### src/rtl/frame_cfg_pkg.sv
// Shared types and constants for the column frame loader.
package frame_cfg_pkg;

  typedef enum logic [2:0] {
    ST_IDLE,
    ST_LOAD,
    ST_CHK,
    ST_STROBE,
    ST_GUARD
  } state_e;

  localparam logic [7:0] FRAME_SYNC    = 8'hA5;
  localparam int         CFG_W         = 32;
  localparam int         HDR_SYNC_MSB  = 31;
  localparam int         HDR_SYNC_LSB  = 24;
  localparam int         HDR_IDX_MSB   = 7;
  localparam int         HDR_IDX_LSB   = 0;
  localparam int         FRAMES_DONE_W = 16;

endpackage

### src/rtl/frame_strobe_decoder.sv
// Registered one-hot decode of a frame index; all-zero when en_i is low.
// One cycle from en_i/idx_i to strobe_o.
module frame_strobe_decoder
  import frame_cfg_pkg::*;
#(
  parameter int N    = 20,
  parameter int IdxW = 5
) (
  input  logic            clk_i,
  input  logic            rst_i,
  input  logic            en_i,
  input  logic [IdxW-1:0] idx_i,
  output logic [N-1:0]    strobe_o
);

  logic [N-1:0] strobe_d, strobe_q;

  always_comb begin
    strobe_d = '0;
    for (int i = 0; i < N; i++) begin
      strobe_d[i] = en_i && (idx_i == IdxW'(i));
    end
  end

  always_ff @(posedge clk_i) begin
    if (rst_i) strobe_q <= '0;
    else       strobe_q <= strobe_d;
  end

  assign strobe_o = strobe_q;

endmodule

### src/rtl/frame_strobe_sequencer.sv
// Assembles header + NumRows config words into FrameData and pulses one FrameStrobe line;
// strobe rises the cycle after the last accepted word. FRAME_CRC_EN adds an XOR check word.
module frame_strobe_sequencer
  import frame_cfg_pkg::*;
#(
  parameter int MaxFramesPerCol = 20,
  parameter int FrameBitsPerRow = 32,
  parameter int NumRows         = 4,
  parameter int StrobeWidth     = 2
) (
  input  logic                               UserCLK,
  input  logic                               rst,
  input  logic [CFG_W-1:0]                   cfg_data,
  input  logic                               cfg_valid,
  output logic                               cfg_ready,
  output logic [NumRows*FrameBitsPerRow-1:0] FrameData,
  output logic [MaxFramesPerCol-1:0]         FrameStrobe,
  output logic                               busy,
  output logic                               err,
  output logic [FRAMES_DONE_W-1:0]           frames_done
);

  localparam int IdxW = (MaxFramesPerCol > 1) ? $clog2(MaxFramesPerCol) : 1;
  localparam int RowW = (NumRows > 1) ? $clog2(NumRows) : 1;
  localparam int ScW  = (StrobeWidth > 1) ? $clog2(StrobeWidth) : 1;

  state_e                           state_q, state_d;
  logic                             ready_q, ready_d;
  logic                             err_q, err_d;
  logic                             skip_q, skip_d;
  logic [IdxW-1:0]                  idx_q, idx_d;
  logic [RowW-1:0]                  row_q, row_d;
  logic [ScW-1:0]                   scnt_q, scnt_d;
  logic [FRAMES_DONE_W-1:0]         fd_q, fd_d;
  logic [NumRows*FrameBitsPerRow-1:0] frame_q, frame_d;
  logic                             frame_wr;
`ifdef FRAME_CRC_EN
  logic [CFG_W-1:0]                 acc_q, acc_d;
`endif

  logic       hs;
  logic [7:0] hdr_idx;
  logic       idx_ok;

  assign hs      = cfg_valid && ready_q;
  assign hdr_idx = cfg_data[HDR_IDX_MSB:HDR_IDX_LSB];
  assign idx_ok  = 32'(hdr_idx) < MaxFramesPerCol;

  always_comb begin
    state_d  = state_q;
    err_d    = err_q;
    skip_d   = skip_q;
    idx_d    = idx_q;
    row_d    = row_q;
    scnt_d   = scnt_q;
    frame_wr = 1'b0;
`ifdef FRAME_CRC_EN
    acc_d    = acc_q;
`endif
    case (state_q)
      ST_IDLE: begin
        if (hs) begin
          if (cfg_data[HDR_SYNC_MSB:HDR_SYNC_LSB] == FRAME_SYNC) begin
            skip_d  = !idx_ok;
            if (idx_ok) idx_d = IdxW'(hdr_idx);
            else        err_d = 1'b1;
            row_d   = '0;
            state_d = ST_LOAD;
`ifdef FRAME_CRC_EN
            acc_d   = cfg_data;
`endif
          end else begin
            err_d = 1'b1;
          end
        end
      end
      ST_LOAD: begin
        if (hs) begin
          frame_wr = !skip_q;
`ifdef FRAME_CRC_EN
          acc_d    = acc_q ^ cfg_data;
`endif
          if (row_q == RowW'(NumRows - 1)) begin
            row_d  = '0;
            scnt_d = '0;
`ifdef FRAME_CRC_EN
            state_d = skip_q ? ST_IDLE : ST_CHK;
`else
            state_d = skip_q ? ST_IDLE : ST_STROBE;
`endif
          end else begin
            row_d = row_q + RowW'(1);
          end
        end
      end
`ifdef FRAME_CRC_EN
      ST_CHK: begin
        if (hs) begin
          if (cfg_data == acc_q) begin
            state_d = ST_STROBE;
            scnt_d  = '0;
          end else begin
            err_d   = 1'b1;
            state_d = ST_IDLE;
          end
        end
      end
`endif
      ST_STROBE: begin
        if (scnt_q == ScW'(StrobeWidth - 1)) state_d = ST_GUARD;
        else                                 scnt_d  = scnt_q + ScW'(1);
      end
      ST_GUARD: state_d = ST_IDLE;
      default:  state_d = ST_IDLE;
    endcase

    // Ready is registered from the next state so it never depends on cfg_valid.
    ready_d = (state_d == ST_IDLE) || (state_d == ST_LOAD) || (state_d == ST_CHK);
    fd_d    = fd_q;
    if (state_d == ST_STROBE && state_q != ST_STROBE && fd_q != '1) fd_d = fd_q + 16'd1;

    frame_d = frame_q;
    for (int r = 0; r < NumRows; r++) begin
      if (frame_wr && row_q == RowW'(r)) frame_d[r*FrameBitsPerRow +: FrameBitsPerRow] = cfg_data;
    end
  end

  always_ff @(posedge UserCLK) begin
    if (rst) begin
      state_q <= ST_IDLE;
      ready_q <= 1'b0;
      err_q   <= 1'b0;
      skip_q  <= 1'b0;
      idx_q   <= '0;
      row_q   <= '0;
      scnt_q  <= '0;
      fd_q    <= '0;
      frame_q <= '0;
`ifdef FRAME_CRC_EN
      acc_q   <= '0;
`endif
    end else begin
      state_q <= state_d;
      ready_q <= ready_d;
      err_q   <= err_d;
      skip_q  <= skip_d;
      idx_q   <= idx_d;
      row_q   <= row_d;
      scnt_q  <= scnt_d;
      fd_q    <= fd_d;
      frame_q <= frame_d;
`ifdef FRAME_CRC_EN
      acc_q   <= acc_d;
`endif
    end
  end

  frame_strobe_decoder #(
    .N    (MaxFramesPerCol),
    .IdxW (IdxW)
  ) u_dec (
    .clk_i    (UserCLK),
    .rst_i    (rst),
    .en_i     (state_d == ST_STROBE),
    .idx_i    (idx_q),
    .strobe_o (FrameStrobe)
  );

  assign cfg_ready   = ready_q;
  assign busy        = (state_q != ST_IDLE);
  assign err         = err_q;
  assign frames_done = fd_q;
  assign FrameData   = frame_q;

endmodule

### config.mk
export PLATFORM = sky130hd
export DESIGN_NAME = frame_strobe_sequencer
export DESIGN_NICKNAME = d
export VERILOG_FILES = /design/src/rtl/frame_cfg_pkg.sv /design/src/rtl/frame_strobe_decoder.sv /design/src/rtl/frame_strobe_sequencer.sv
export SDC_FILE = /design/constraint.sdc
export NUM_CORES = 1
export LEC_CHECK = 0
export ABC_CLOCK_PERIOD_IN_PS = 1600
export BUFFER_PORTS_ARGS = -buffer_cell sky130_fd_sc_hd__buf_2
export CAP_MARGIN = 20
export CORE_ASPECT_RATIO = 1.75
export CORE_MARGIN = 4
export CORE_UTILIZATION = 35
export CTS_BUF_LIST = sky130_fd_sc_hd__clkbuf_4 sky130_fd_sc_hd__clkbuf_8 sky130_fd_sc_hd__clkbuf_16
export CTS_CLUSTER_DIAMETER = 40
export DETAILED_ROUTE_END_ITERATION = 6
export PLACE_DENSITY = 0.69
export SLEW_MARGIN = 25
export SYNTH_ARGS = -nofsm -noshare
export SYNTH_HDL_FRONTEND = slang
export SYNTH_SLANG_ARGS = --single-unit
### constraint.sdc
create_clock -name UserCLK -period 1.6 [get_ports UserCLK]
set_input_delay 0.24 -clock UserCLK [delete_from_list [all_inputs] [get_ports UserCLK]]
set_output_delay 0.24 -clock UserCLK [all_outputs]
set_load 0.1 [all_outputs]
==> Word level (Yosys, flattened, before mapping) <==
Cells that the tools add are included.
{ "op_classes": {"muxes": 20, "order_cmp": 1, "n_reduce_logical": 43, "add_sub_neg": 3, "eq_ne": 35} }
{ "op_table": {"columns": ["operator", "n"], "rows": [
  ["equality test 5 x 4 -> 1 bit (second input constant)", 8],
  ["logical AND 1 bit", 27],
  ["equality test 5 x 3 -> 1 bit (second input constant)", 4],
  ["equality test 5 bit (second input constant)", 4],
  ["adder 16 x 1 -> 16 bit (second input constant)", 1],
  ["!= test 16 bit (second input constant)", 1],
  ["two-way mux 3 bit", 5],
  ["equality test 5 x 2 -> 1 bit (second input constant)", 2],
  ["two-way mux 2 bit", 5],
  ["!= test 2 bit (second input constant)", 5],
  ["equality test 3 x 2 -> 1 bit (second input constant)", 3],
  ["one-hot mux 3 bit (3 select lines)", 1],
  ["AND reduction 3 bit", 3],
  ["equality test 8 bit (second input constant)", 1],
  ["less-than comparator 8 x 5 -> 1 bit (second input constant)", 1],
  ["AND reduction 4 bit", 2],
  ["two-way mux 1 bit", 7],
  ["equality test 3 x 1 -> 1 bit (second input constant)", 2],
  ["zero test 3 bit", 2],
  ["equality test 5 x 1 -> 1 bit (second input constant)", 1],
  ["zero test 5 bit", 1],
  ["equality test 2 bit (second input constant)", 2],
  ["one-hot mux 2 bit (2 select lines)", 1],
  ["nonzero test 2 bit", 2],
  ["other kinds (9)", 11]
]} }
{ "totals": {"output_inout_bits": 167, "word_cells": 115, "reg_bits": 178, "inputBits": 35} }

==> Logic depth before layout (Yosys ltp) <==
Gate-level depths: netlist of the first run.
{ "logic_depth": {"depth_word": 7, "mapped_depth": 8} }

==> By module <==
Synthesis of the first run repeated with hierarchy kept, for this count alone.
{ "unflattened": {"hier_cells": 797, "area_unflattened_um2": 6550.0} }
{ "by_module_without_submodules": {"columns": ["mod", "instances", "area_per_inst_um2", "cells_per_inst", "seq_area_each_um2"], "rows": [
  ["frame_strobe_sequencer", 1, 5964.5, 745, 3163.0],
  ["frame_strobe_decoder", 1, 585.6, 52, 400.4]
]} }

==> Worst setup path before layout of the first run <==
OpenSTA, ideal clock, no wires.
{ "synth_path": {"kind": "register to register", "start": "reg fd_q[0] (netlist: frames_done[0])", "end": "reg fd_q[11] (netlist: frames_done[11])", "slack_ns": -0.948, "n_path_buf": 0, "t_required_ns": 1.479, "stages_incl_launch_ff": 7, "arrival_ns": 2.427, "synth_period_minus_slack_ns": 2.548, "path_cell_list": "dfxtp_1 > ha_1 > nand2_1 > nor3_4 > a21oi_2 > nor3b_1 > mux2_2"} }
{ "synth_via": {"elab_chain_len": 2, "elab_cells_between_ends": 3} }
{ "synth_rtl": {"columns": ["element", "line_no", "text"], "rows": [
  ["from (decl)", "frame_strobe_sequencer.sv:34", "logic [FRAMES_DONE_W-1:0] fd_q, fd_d;"],
  ["from (signal assigned)", "frame_strobe_sequencer.sv:137", "fd_q <= '0;"],
  ["from (signal assigned)", "frame_strobe_sequencer.sv:150", "fd_q <= fd_d;"],
  ["parallel branches: the longest is 2 deep, another holds adder 16 x 1 -> 16 bit", null, null]
]} }
Parallel ways; which one is timed is not known.
A chain may end at the register's enable or synchronous reset.

==> Worst setup path after layout of the first run <==
{ "layout_path": {"start": "reg state_q[2]", "end": "reg frame_q[97] (netlist: FrameData[97])"} }
{ "layout_via": {"elab_chain_len": 3} }
{ "layout_rtl": {"columns": ["element", "line_no", "text"], "rows": [
  ["from (decl)", "frame_strobe_sequencer.sv:27", "state_e state_q, state_d;"],
  ["from (signal assigned)", "frame_strobe_sequencer.sv:143", "state_q <= state_d;"],
  ["equality test 3 x 1 -> 1 bit", "frame_strobe_sequencer.sv:60", "case (state_q)"],
  ["two-way mux 1 bit", "frame_strobe_sequencer.sv:60", null],
  ["logical AND 1 bit", "frame_strobe_sequencer.sv:124", "if (frame_wr && row_q == RowW'(r)) frame_d[r*FrameBitsPerRow +: FrameBitsPerRow] = cfg_data;"],
  ["to (signal assigned)", "frame_strobe_sequencer.sv:151", "frame_q <= frame_d;"],
  ["to (decl)", "frame_strobe_sequencer.sv:35", "logic [NumRows*FrameBitsPerRow-1:0] frame_q, frame_d;"]
]} }
Every way passes these cells.

==> results.sh, run 1 <==
export IMPL_status="finished, violations left"
export IMPL_violations="setup timing"
export IMPL_htreeDepth=4
export IMPL_ys_flop_type="dfxtp_1"
export IMPL_fin_crit_sh_pct=103.2
export IMPL_total_power_mw=8.556
export IMPL_ys_types=43
export IMPL_required_ns=1.96
export IMPL_yosys_warnings=0
export IMPL_start_kind="flop"
export IMPL_met3_usage_pct=3.810
export IMPL_power_leakage_nw=3.862
export IMPL_vdd_drop_max_uv=534.4
export IMPL_dr_pass1_iters=5
export IMPL_gr_total_overflow=0
export IMPL_clk_latency_ns=0.43
export IMPL_clkTransAtPathRegs_ns=0.07
export IMPL_p_sw_share_pct=23.52
export IMPL_pwr_share_clk_pct=45.6
export IMPL_setup_viol=15
export IMPL_power_density_nw_per_um2=917.5
export IMPL_rsz0062_at_grt="true"
export IMPL_arrival_ns=2.01
export IMPL_use_met1_pct=20.33
export IMPL_fin_util_pct=51.42
export IMPL_final_min_clock_period_ns=1.651
export IMPL_io_buffers=201
export IMPL_syn_area_per_cell_um2=8.285
export IMPL_relSlewSlack_pct=64.58
export IMPL_fin_skew_ns=0.009158
export IMPL_grt_use_total_pct=19.22
export IMPL_p_sw_mw=2.012
export IMPL_critical_path_endpoint_type="flop"
export IMPL_cts_buffer_depth=2
export IMPL_grt_pass1_vias=6029
export IMPL_rows=65
export IMPL_io_pin_count=202
export IMPL_die_x_um=110.9
export IMPL_intPower_mw=6.544
export IMPL_grt_max_degree=83
export IMPL_tns_ns=-0.2458
export IMPL_drt_iter0_drc=363
export IMPL_cap_violations=0
export IMPL_setup_ws_ns=-0.05094
export IMPL_synth_seq_cells=178
export IMPL_dieArea_um2=20860
export IMPL_cts_buffers=17
export IMPL_fmax_mhz=605.7
export IMPL_tightestPinTransition_ns=0.5350
export IMPL_netlist_area_um2=6487
export IMPL_fp_dieH_um=188.1
export IMPL_hp_class="in -> reg"
export IMPL_hold_violations=0
export IMPL_grt_busiest_layer="met2"
export IMPL_seq_power_share_pct=51.5
export IMPL_cts_root_buf="clkbuf_16"
export IMPL_worstSetupPathType="reg -> reg"
export IMPL_vias=6215
export IMPL_final_antenna_net_count=0
export IMPL_place_congestion=0.8507
export IMPL_combPwrFrac_pct=2.9
export IMPL_cts_hold_buf=0
export IMPL_start_util_pct=35.77
export IMPL_ys_seq_area_share_pct=54.93
export IMPL_drc_errors=0
export IMPL_syn_inst=783
export IMPL_core_area_um2=18140
export IMPL_wl_per_cell_um=16.40
export IMPL_cts_tree="built"
export IMPL_diodes=0
export IMPL_grt_pass1_wl_um=31950
export IMPL_routed_wl_um=20940
export IMPL_async_flop_share_pct=0
export IMPL_routed_via_density=4.867
export IMPL_cp_max_fo=5
export IMPL_grt_use_met2_pct=35.64
export IMPL_synth_edf_count=0
export IMPL_nNetsFinal=1070
export IMPL_drive_above_1_share_pct=38.16
export IMPL_cts_sinks=178
export IMPL_syn_num_nets=823
export IMPL_antenna_found_initial=0
export IMPL_dp_hpwl_um=14700
export IMPL_drv_slew=0
export IMPL_area_growth_syn_to_layout_pct=43.74
## cells by family after synthesis
| group | after synthesis | synth area share (%) |
|---|---|---|
| adder cells (fa/ha/maj) | 5 | 0.9643 |
| buffers and inverters | 55 | 3.742 |
| multiplexers | 10 | 1.582 |
| XOR/XNOR | 13 | 1.755 |
| AO/OA/AOI/OAI | 144 | 12.00 |
| flip-flops | 178 | 54.93 |
| AND/OR/NAND/NOR | 378 | 25.03 |
## cell type report
| type | count | area, um^2 |
|---|---|---|
| sequential | 178 | 3630 |
| inverter | 6 | 22.52 |
| timing repair buffer | 277 | 1798 |
| multi-input combinational | 550 | 3034 |
| tap | 234 | 292.8 |
| clock buffer | 19 | 446.7 |
| fill | 1743 | 8811 |
| clock inverter | 13 | 101.3 |
## per-layer routing
layer / up-vias / share of wire (%)
li1: 3062 / -
met1: 2909 / 36
met2: 193 / 55
met4: 0 / 3.9
met5: - / 0
met3: 51 / 4.9
## power by group through the flow
stage          Clock, mW  Combinational [mW]  Sequential (mW)
2_1_floorplan          0              0.0708             4.53
3_3_place_gp           0               0.241             4.51
3_5_place_dp           0               0.240             4.51
4_1_cts             3.98               0.240             4.41
5_1_grt             4.16               0.267             4.40
6_report            3.90               0.250             4.41
## per-stage QoR
step           hold slack, ns  cells  worst slack (ns)  instance area [um^2]
2_1_floorplan          0.3760    783           -0.2744                  6674
3_3_place_gp           0.4340   1227           -0.1401                  8233
3_5_place_dp           0.4333   1227           -0.2629                  8233
4_1_cts               0.05645   1262          -0.01218                  8862
5_1_grt               0.07375   1277           -0.1206                  9325
6_report              0.07022   1277          -0.05094                  9325
## worst max-delay path, cell delays in order (launching register included)
cell and delay [ns]:
dfxtp_2 0.32, and4b_4 0.34, buf_6 0.12, nand2_4 0.06
nor3_4 0.20, buf_6 0.18, clkbuf_16 0.17, nand2_2 0.06
a21oi_2 0.13
## synthesized netlist by cell type, types with 3 or more instances
| cell type | number | area share, % |
|---|---|---|
| nand2_1 | 269 | 16 |
| dfxtp_1 | 178 | 55 |
| a21oi_1 | 130 | 10 |
| nor2_1 | 48 | 2.8 |
| clkbuf_1 | 32 | 1.9 |
| nand3_1 | 15 | 1.2 |
| buf_2 | 14 | 1.1 |
| xnor2_1 | 13 | 1.8 |
| mux2i_1 | 8 | 1.2 |
| nor3_1 | 7 | 0.54 |
| inv_1 | 6 | 0.35 |
| and3_1 | 5 | 0.48 |
| ha_1 | 5 | 0.96 |
| nand2b_1 | 5 | 0.48 |
| a211oi_1 | 4 | 0.46 |
| nor3b_1 | 4 | 0.46 |
| a2111oi_2 | 3 | 0.69 |
| nand3b_1 | 3 | 0.35 |
| nor4_1 | 3 | 0.29 |
## sequential cells by signal, summed over array words and instances, names as in the netlist
register,cells
skip_q,1
state_q,3
u_dec.strobe_o,20
frames_done,16
row_q,2
scnt_q,1
FrameData,128
err,1
cfg_ready,1
idx_q,5
## cells in the final DEF, fill, tap and decap left out, drive strengths merged, types with 8 or more instances in the layout
cell type / instances
clkbuf: 24
inv: 12
dfxtp: 178
nor2: 49
xnor2: 13
nand3: 16
nor3: 10
mux2i: 8
buf: 272
a21oi: 131
nand2: 269
## path summary, 6_finish.rpt
kind	start	to	slack (ns)	cells after the start
min	cfg_data[18]	FrameData[50]	0.07	3
min reg2reg	err	err	0.44	2
max	state_q[2]	FrameData[97]	-0.05	8
max reg2reg	state_q[2]	FrameData[97]	-0.05	8
## what timing repair did
item / in CTS / in global routing
setup endpoints to repair: 18 / 126
pin swaps: 3 / 43
setup buffers: 3 / 11
resized for setup: 14 / 77
gates cloned: 0 / 4
(Power assumes the default switching activity.)
==> inputs of run 2 (changes only) <==
--- a/config.mk
+++ b/config.mk
@@ -10,11 +10,11 @@
 export CAP_MARGIN = 20
 export CORE_ASPECT_RATIO = 1.75
 export CORE_MARGIN = 4
-export CORE_UTILIZATION = 35
+export CORE_UTILIZATION = 40
 export CTS_BUF_LIST = sky130_fd_sc_hd__clkbuf_4 sky130_fd_sc_hd__clkbuf_8 sky130_fd_sc_hd__clkbuf_16
 export CTS_CLUSTER_DIAMETER = 40
 export DETAILED_ROUTE_END_ITERATION = 6
-export PLACE_DENSITY = 0.69
+export PLACE_DENSITY = 0.76
 export SLEW_MARGIN = 25
 export SYNTH_ARGS = -nofsm -noshare
 export SYNTH_HDL_FRONTEND = slang
==> run 2 against run 1 <==
The run still ends with setup timing left. Non-clock buffer count fell by 3. Critical path type unchanged. Worst setup slack got worse by 0.015 ns. Sequential power barely moved. Die area decreased by 12%. Via count is 1.1% higher. Power increased by 3.9%. Count of clock-buffer cells in the layout grew 1. Global-route usage rose by 1.8 points. Design area shrank 0.31%. Cell count is 3.8% lower. Critical path depth did not move. Register-to-register slack worse by 0.02 ns.
==> results.sh, run 2 (same netlist as run 1, synthesis figures left out) <==
export IMPL_status="finished, violations left"
export IMPL_violations="setup timing"
export IMPL_met3_usage_pct=4.061
export IMPL_layout_common_cells="nand2_1 (247), buf_2 (196), dfxtp_1 (159)"
export IMPL_cts_tree="built"
export IMPL_stdcell_area_um2=9296
export IMPL_crit_top_cell="buf_6"
export IMPL_dieArea_um2=18400
export IMPL_multi_input_area_um2=3065
export IMPL_fmax_mhz=600.1
export IMPL_cts_root_buf="clkbuf_16"
export IMPL_nNetsFinal=1067
export IMPL_drc_errors=0
export IMPL_grt_busiest_layer="met2"
export IMPL_routed_via_density=5.113
export IMPL_timing_reg2reg_setup_slack_ns=-0.07
export IMPL_start_kind="flop"
export IMPL_setup_ws_ns=-0.06626
export IMPL_cap_violations=0
export IMPL_rsz0062_at_grt="true"
export IMPL_power_leakage_nw=3.891
export IMPL_p_sw_share_pct=22.40
export IMPL_vdd_drop_max_uv=669.2
export IMPL_final_min_clock_period_ns=1.666
export IMPL_cts_buffer_depth=2
export IMPL_cts_buffers=17
export IMPL_instances_no_fill=1229
export IMPL_drv_slew=0
export IMPL_min_delay_start="cfg_data[10]"
export IMPL_placed_cell_area_um2=8207
export IMPL_grt_pass1_vias=6100
export IMPL_clkTransAtPathRegs_ns=0.07
export IMPL_pwr_share_clk_pct=47.5
export IMPL_use_met1_pct=21.48
export IMPL_tightestPinTransition_ns=0.5043
export IMPL_io_pin_count=202
export IMPL_start_util_pct=40.87
export IMPL_core_area_um2=15880
export IMPL_routed_wl_um=20580
export IMPL_place_inst=1186
export IMPL_cts_hold_buf=0
export IMPL_drt_iter0_drc=371
export IMPL_combPwrFrac_pct=3.0
export IMPL_die_x_um=104.3
export IMPL_seq_area_um2=3630
export IMPL_largest_reg_flops=128
export IMPL_arrival_ns=2.01
export IMPL_slowest_stage="and4b_4"
export IMPL_r2r_cells=8
export IMPL_p_sw_mw=1.992
export IMPL_critical_path_endpoint_type="flop"
export IMPL_grt_max_degree=61
export IMPL_grt_pass1_wl_um=31150
export IMPL_fin_crit_sh_pct=104.1
export IMPL_holdPathStages=3
export IMPL_hp_class="in -> reg"
export IMPL_rows=61
export IMPL_fp_dieH_um=176.5
export IMPL_setup_viol=30
export IMPL_drive_above_1_share_pct=38.37
export IMPL_place_congestion=0.8917
export IMPL_intPower_mw=6.900
export IMPL_fill_cells=1448
export IMPL_power_density_nw_per_um2=956.5
export IMPL_final_antenna_net_count=0
export IMPL_cts_sinks=178
export IMPL_seq_power_share_pct=49.5
export IMPL_cp_cell_sequence="and4b_4 > buf_6 > nand2_4 > nor3_4 > buf_6 > clkbuf_16 > nand2_2 > a21oi_2"
export IMPL_clk_latency_ns=0.42
export IMPL_gr_total_overflow=0
export IMPL_grt_use_total_pct=20.97
export IMPL_worstHoldEndpoint="FrameData[74]"
export IMPL_reg2reg_to="FrameData[120]"
export IMPL_dp_hpwl_um=14240
export IMPL_hold_violations=0
export IMPL_area_growth_syn_to_layout_pct=43.30
export IMPL_diodes=0
export IMPL_final_common_cell="nand2_1"
export IMPL_worstSetupPathType="reg -> reg"
export IMPL_total_power_mw=8.892
export IMPL_wl_per_cell_um=16.74
export IMPL_io_buffers=201
export IMPL_cpPeakStageDelay_ns=0.34
export IMPL_required_ns=1.94
export IMPL_grt_use_met2_pct=39.56
export IMPL_antenna_found_initial=0
export IMPL_fin_skew_ns=0.01175
export IMPL_vias=6284
export IMPL_htreeDepth=4
export IMPL_dr_pass1_iters=5
export IMPL_relSlewSlack_pct=65.90
export IMPL_cp_max_fo=8
export IMPL_rr_startpoint="state_q[2]"
## run 2: power by group through the flow
stage / clock network, mW / logic (mW) / registers [mW]
after floorplan: 0 / 0.0708 / 4.53
after global placement: 0 / 0.248 / 4.51
after detailed placement: 0 / 0.249 / 4.51
after CTS: 4.30 / 0.249 / 4.40
after global routing: 4.49 / 0.280 / 4.40
final: 4.22 / 0.264 / 4.40
## run 2: final cells by class
cell class                      instances  area share, %
Sequential cell                       178          39.04
Clock buffer                           20          4.886
Inverter                                6         0.2423
Timing Repair Buffer                  274          18.73
Multi-Input combinational cell        550          32.97
Clock inverter                         12          1.575
Tap cell                              189          2.544
## run 2: how the worst max path moves through the flow
stage,depth (start not counted),slack [ns],endpoint,startpoint
after floorplan,6,-0.27,frames_done[11],frames_done[1]
after global placement,8,-0.24,idx_q[1],cfg_data[2]
after detailed placement,8,-0.26,idx_q[2],cfg_data[2]
after CTS,6,-0.03,frames_done[13],state_q[2]
after global routing,8,-0.13,FrameData[120],state_q[2]
final,8,-0.07,FrameData[120],state_q[2]
## run 2: repair_timing
action | 4_1_cts | 5_1_grt
pin swaps | 1 | 45
endpoints found under the setup margin | 21 | 121
resized for setup | 5 | 82
cloned | 0 | 3
setup buffers | 2 | 6
## run 2: per-layer routing
layer  vias to the layer above  share of wire (%)
li1                       3059                  -
met3                        53                5.1
met1                      2978                 36
met4                         0                4.3
met5                         -                  0
met2                       194                 55
## run 2: worst max-delay path: cells and delay by family, from the launching register on
| family | cells | cell delay [ns] |
|---|---|---|
| simple gates | 4 | 0.69 |
| buf+inv | 3 | 0.48 |
| compound gates | 1 | 0.10 |
| flops | 1 | 0.32 |
## run 2: through the flow
stage	util, %	hold WS [ns]	setup WS (ns)	TNS [ns]
after CTS	55.65	0.07952	-0.03058	-0.06028
after global routing	58.56	0.08439	-0.1268	-3.384
after global placement	51.69	0.4320	-0.2410	-1.319
after floorplan	-	0.3760	-0.2744	-2.191
after detailed placement	51.69	0.4432	-0.2572	-1.505
final	58.56	0.09489	-0.06626	-0.7827
==> inputs of run 3 (changes only) <==
--- a/config.mk
+++ b/config.mk
@@ -5,10 +5,11 @@
 export SDC_FILE = /design/constraint.sdc
 export NUM_CORES = 1
 export LEC_CHECK = 0
+export ABC_AREA = 1
 export ABC_CLOCK_PERIOD_IN_PS = 1600
 export BUFFER_PORTS_ARGS = -buffer_cell sky130_fd_sc_hd__buf_2
 export CAP_MARGIN = 20
-export CORE_ASPECT_RATIO = 1.75
+export CORE_ASPECT_RATIO = 1.1
 export CORE_MARGIN = 4
 export CORE_UTILIZATION = 40
 export CTS_BUF_LIST = sky130_fd_sc_hd__clkbuf_4 sky130_fd_sc_hd__clkbuf_8 sky130_fd_sc_hd__clkbuf_16
==> run 3 against run 2 <==
The flow now finishes without violations. Via count is 0.30% lower. Sequential share of layout area rose by 2.2 points. Critical path depth decreased by 7. Cell count up 4.4%. Wire length shrank 9.8%. Sequential power barely moved. Worst setup slack gained 0.14 ns. Sequential cell count stayed put. Design area shrank 5.6%. Clock power fell by 3%. Utilization down 5.1 points. Highest routed layer unchanged. Worst hold slack got worse by 0.0097 ns.
==> results.sh, run 3 <==
export IMPL_status="finished clean"
export IMPL_power_density_nw_per_um2=1000
export IMPL_syn_area_per_cell_um2=7.776
export IMPL_dieArea_um2=18960
export IMPL_largest_reg_flops=128
export IMPL_rsz0062_at_grt="true"
export IMPL_fmax_mhz=656.0
export IMPL_ys_flop_type="dfxtp_1"
export IMPL_hp_class="in -> reg"
export IMPL_use_met1_pct=22.54
export IMPL_ys_types=30
export IMPL_netlist_area_um2=6726
export IMPL_clk_latency_ns=0.43
export IMPL_area_growth_syn_to_layout_pct=30.51
export IMPL_cp_cell_sequence="buf_2"
export IMPL_yosys_warnings=0
export IMPL_seq_power_share_pct=50.2
export IMPL_cts_tree="built"
export IMPL_cpLargestDelayFamily="buffers and inverters"
export IMPL_yosys_top_cells_count="dfxtp_1 (178), o21ai_0 (137), inv_1 (131)"
export IMPL_io_buffers=201
export IMPL_crit_buf_inv=1
export IMPL_setup_viol=0
export IMPL_dp_hpwl_um=13420
export IMPL_power_leakage_nw=3.907
export IMPL_cts_sinks=178
export IMPL_drt_iter0_drc=350
export IMPL_synth_edf_count=0
export IMPL_fp_dieH_um=144.0
export IMPL_fin_crit_sh_pct=95.27
export IMPL_synth_seq_cells=178
export IMPL_htreeDepth=4
export IMPL_nNetsFinal=1106
export IMPL_io_pin_count=202
export IMPL_synth_top_area_share_pct=52.98
export IMPL_fill_cells=1564
export IMPL_diodes=0
export IMPL_slowest_stage="buf_2"
export IMPL_critical_path_endpoint_type="primary output"
export IMPL_grt_busiest_layer="met2"
export IMPL_required_ns=1.36
export IMPL_grt_pass1_vias=5671
export IMPL_clkTransAtPathRegs_ns=0.07
export IMPL_final_antenna_net_count=0
export IMPL_tightestPinTransition_ns=0.5291
export IMPL_hold_violations=0
export IMPL_instances_no_fill=1283
export IMPL_grt_pass1_wl_um=29030
export IMPL_yosys_top_cells_area="dfxtp_1 (53%), o21ai_0 (10%), a21oi_1 (9.3%), inv_1 (7.3%), nor2_1 (5.9%)"
export IMPL_async_flop_share_pct=0
export IMPL_syn_inst=865
export IMPL_core_area_um2=16430
export IMPL_place_inst=1250
export IMPL_wl_per_cell_um=14.47
export IMPL_ys_seq_area_share_pct=52.98
export IMPL_combPwrFrac_pct=3.2
export IMPL_p_sw_mw=2.012
export IMPL_rows=49
export IMPL_worstSetupPathType="reg -> out"
export IMPL_intPower_mw=6.770
export IMPL_grt_use_total_pct=19.04
export IMPL_routed_via_density=4.883
export IMPL_gr_total_overflow=0
export IMPL_grt_use_met2_pct=32.72
export IMPL_cts_root_buf="clkbuf_16"
export IMPL_drv_slew=0
export IMPL_total_power_mw=8.782
export IMPL_cts_buffers=17
export IMPL_cp_max_fo=7
export IMPL_dr_pass1_iters=6
export IMPL_start_util_pct=40.94
export IMPL_cts_buffer_depth=2
export IMPL_synthMostInstantiatedCell="dfxtp_1"
export IMPL_met3_usage_pct=6.298
export IMPL_final_min_clock_period_ns=1.524
export IMPL_yosysTopAreaCell="dfxtp_1"
export IMPL_drive_above_1_share_pct=27.99
export IMPL_syn_num_nets=905
export IMPL_place_congestion=0.8078
export IMPL_vdd_drop_max_uv=704.1
export IMPL_antenna_found_initial=0
export IMPL_arrival_ns=1.28
export IMPL_relSlewSlack_pct=64.97
export IMPL_cpPeakStageDelay_ns=0.45
export IMPL_start_kind="flop"
export IMPL_p_sw_share_pct=22.91
export IMPL_grt_max_degree=63
export IMPL_final_common_cell="buf_2"
export IMPL_die_x_um=131.6
export IMPL_drc_errors=0
export IMPL_cap_violations=0
export IMPL_pwr_share_clk_pct=46.6
export IMPL_layout_common_cells="buf_2 (200), dfxtp_1 (159), o21ai_0 (136)"
export IMPL_vias=6265
export IMPL_routed_wl_um=18560
export IMPL_fin_skew_ns=0.009470
[run 3: worst min-delay path: stages]
cell and delay, ns:
buf_2 0.11, nor2_1 0.05, nor2_1 0.08
[run 3: final cells by class]
class / instances / area [um^2] / share of cell area, %
timing repair buffer: 226 / 1291 / 14.71
clock inverter: 13 / 123.9 / 1.411
multi-input combinational: 511 / 2530 / 28.82
inverter: 132 / 495.5 / 5.644
sequential: 178 / 3625 / 41.29
tap: 204 / 255.2 / 2.908
clock buffer: 19 / 457.9 / 5.217
[run 3: power by group through the flow]
stage,clock (mW),sequential [mW],combinational [mW]
4_1_cts,4.16,4.41,0.281
3_5_place_dp,0,4.51,0.280
2_1_floorplan,0,4.54,0.116
6_report,4.09,4.41,0.283
5_1_grt,4.37,4.41,0.315
3_3_place_gp,0,4.51,0.280
[run 3: cell families (layout without fill, tap and decap cells)]
logic type / Yosys count / count (layout) / synth area share [%]
flops: 178 / 178 / 52.98
compound gates: 265 / 265 / 19.85
xor+xnor: 6 / 6 / 0.7814
buf+inv: 176 / 390 / 10.12
simple gates: 235 / 235 / 15.35
fa+ha+maj: 5 / 5 / 0.9301
[run 3: final timing paths]
path	startpoint	end	slack, ns	cells after the start
worst max-delay path	frames_done[9]	frames_done[9]	0.08	1
worst min-delay path	cfg_data[12]	FrameData[108]	0.09	3
worst max register to register	row_q[1]	u_dec.strobe_o[16]	0.12	7
worst min register to register	FrameData[53]	FrameData[53]	0.44	2
[run 3: routing by layer]
metal,wire length (um),share of wire (%)
met1,7871,42
met2,8902,48
met3,1408,7.6
met4,377,2.0
met5,0,0
[run 3: stage by stage]
step | util, % | setup TNS, ns | cell area [um^2] | worst slack (ns) | hold WS [ns]
2_1_floorplan | - | -0.004833 | 6815 | -0.004833 | 0.3749
3_3_place_gp | 49.67 | 0 | 8162 | 0.09717 | 0.4262
3_5_place_dp | 49.67 | 0 | 8162 | 0.07786 | 0.4320
4_1_cts | 53.21 | 0 | 8743 | 0.06312 | 0.07082
5_1_grt | 53.43 | -0.02932 | 8778 | -0.01453 | 0.08726
6_report | 53.43 | 0 | 8778 | 0.07569 | 0.08523
[run 3: repair_timing]
item | 4_1_cts | 5_1_grt
setup endpoints to repair | 0 | 34
resized for setup | 0 | 10
hold buffers | 0 | 0
buffers inserted | 0 | 1
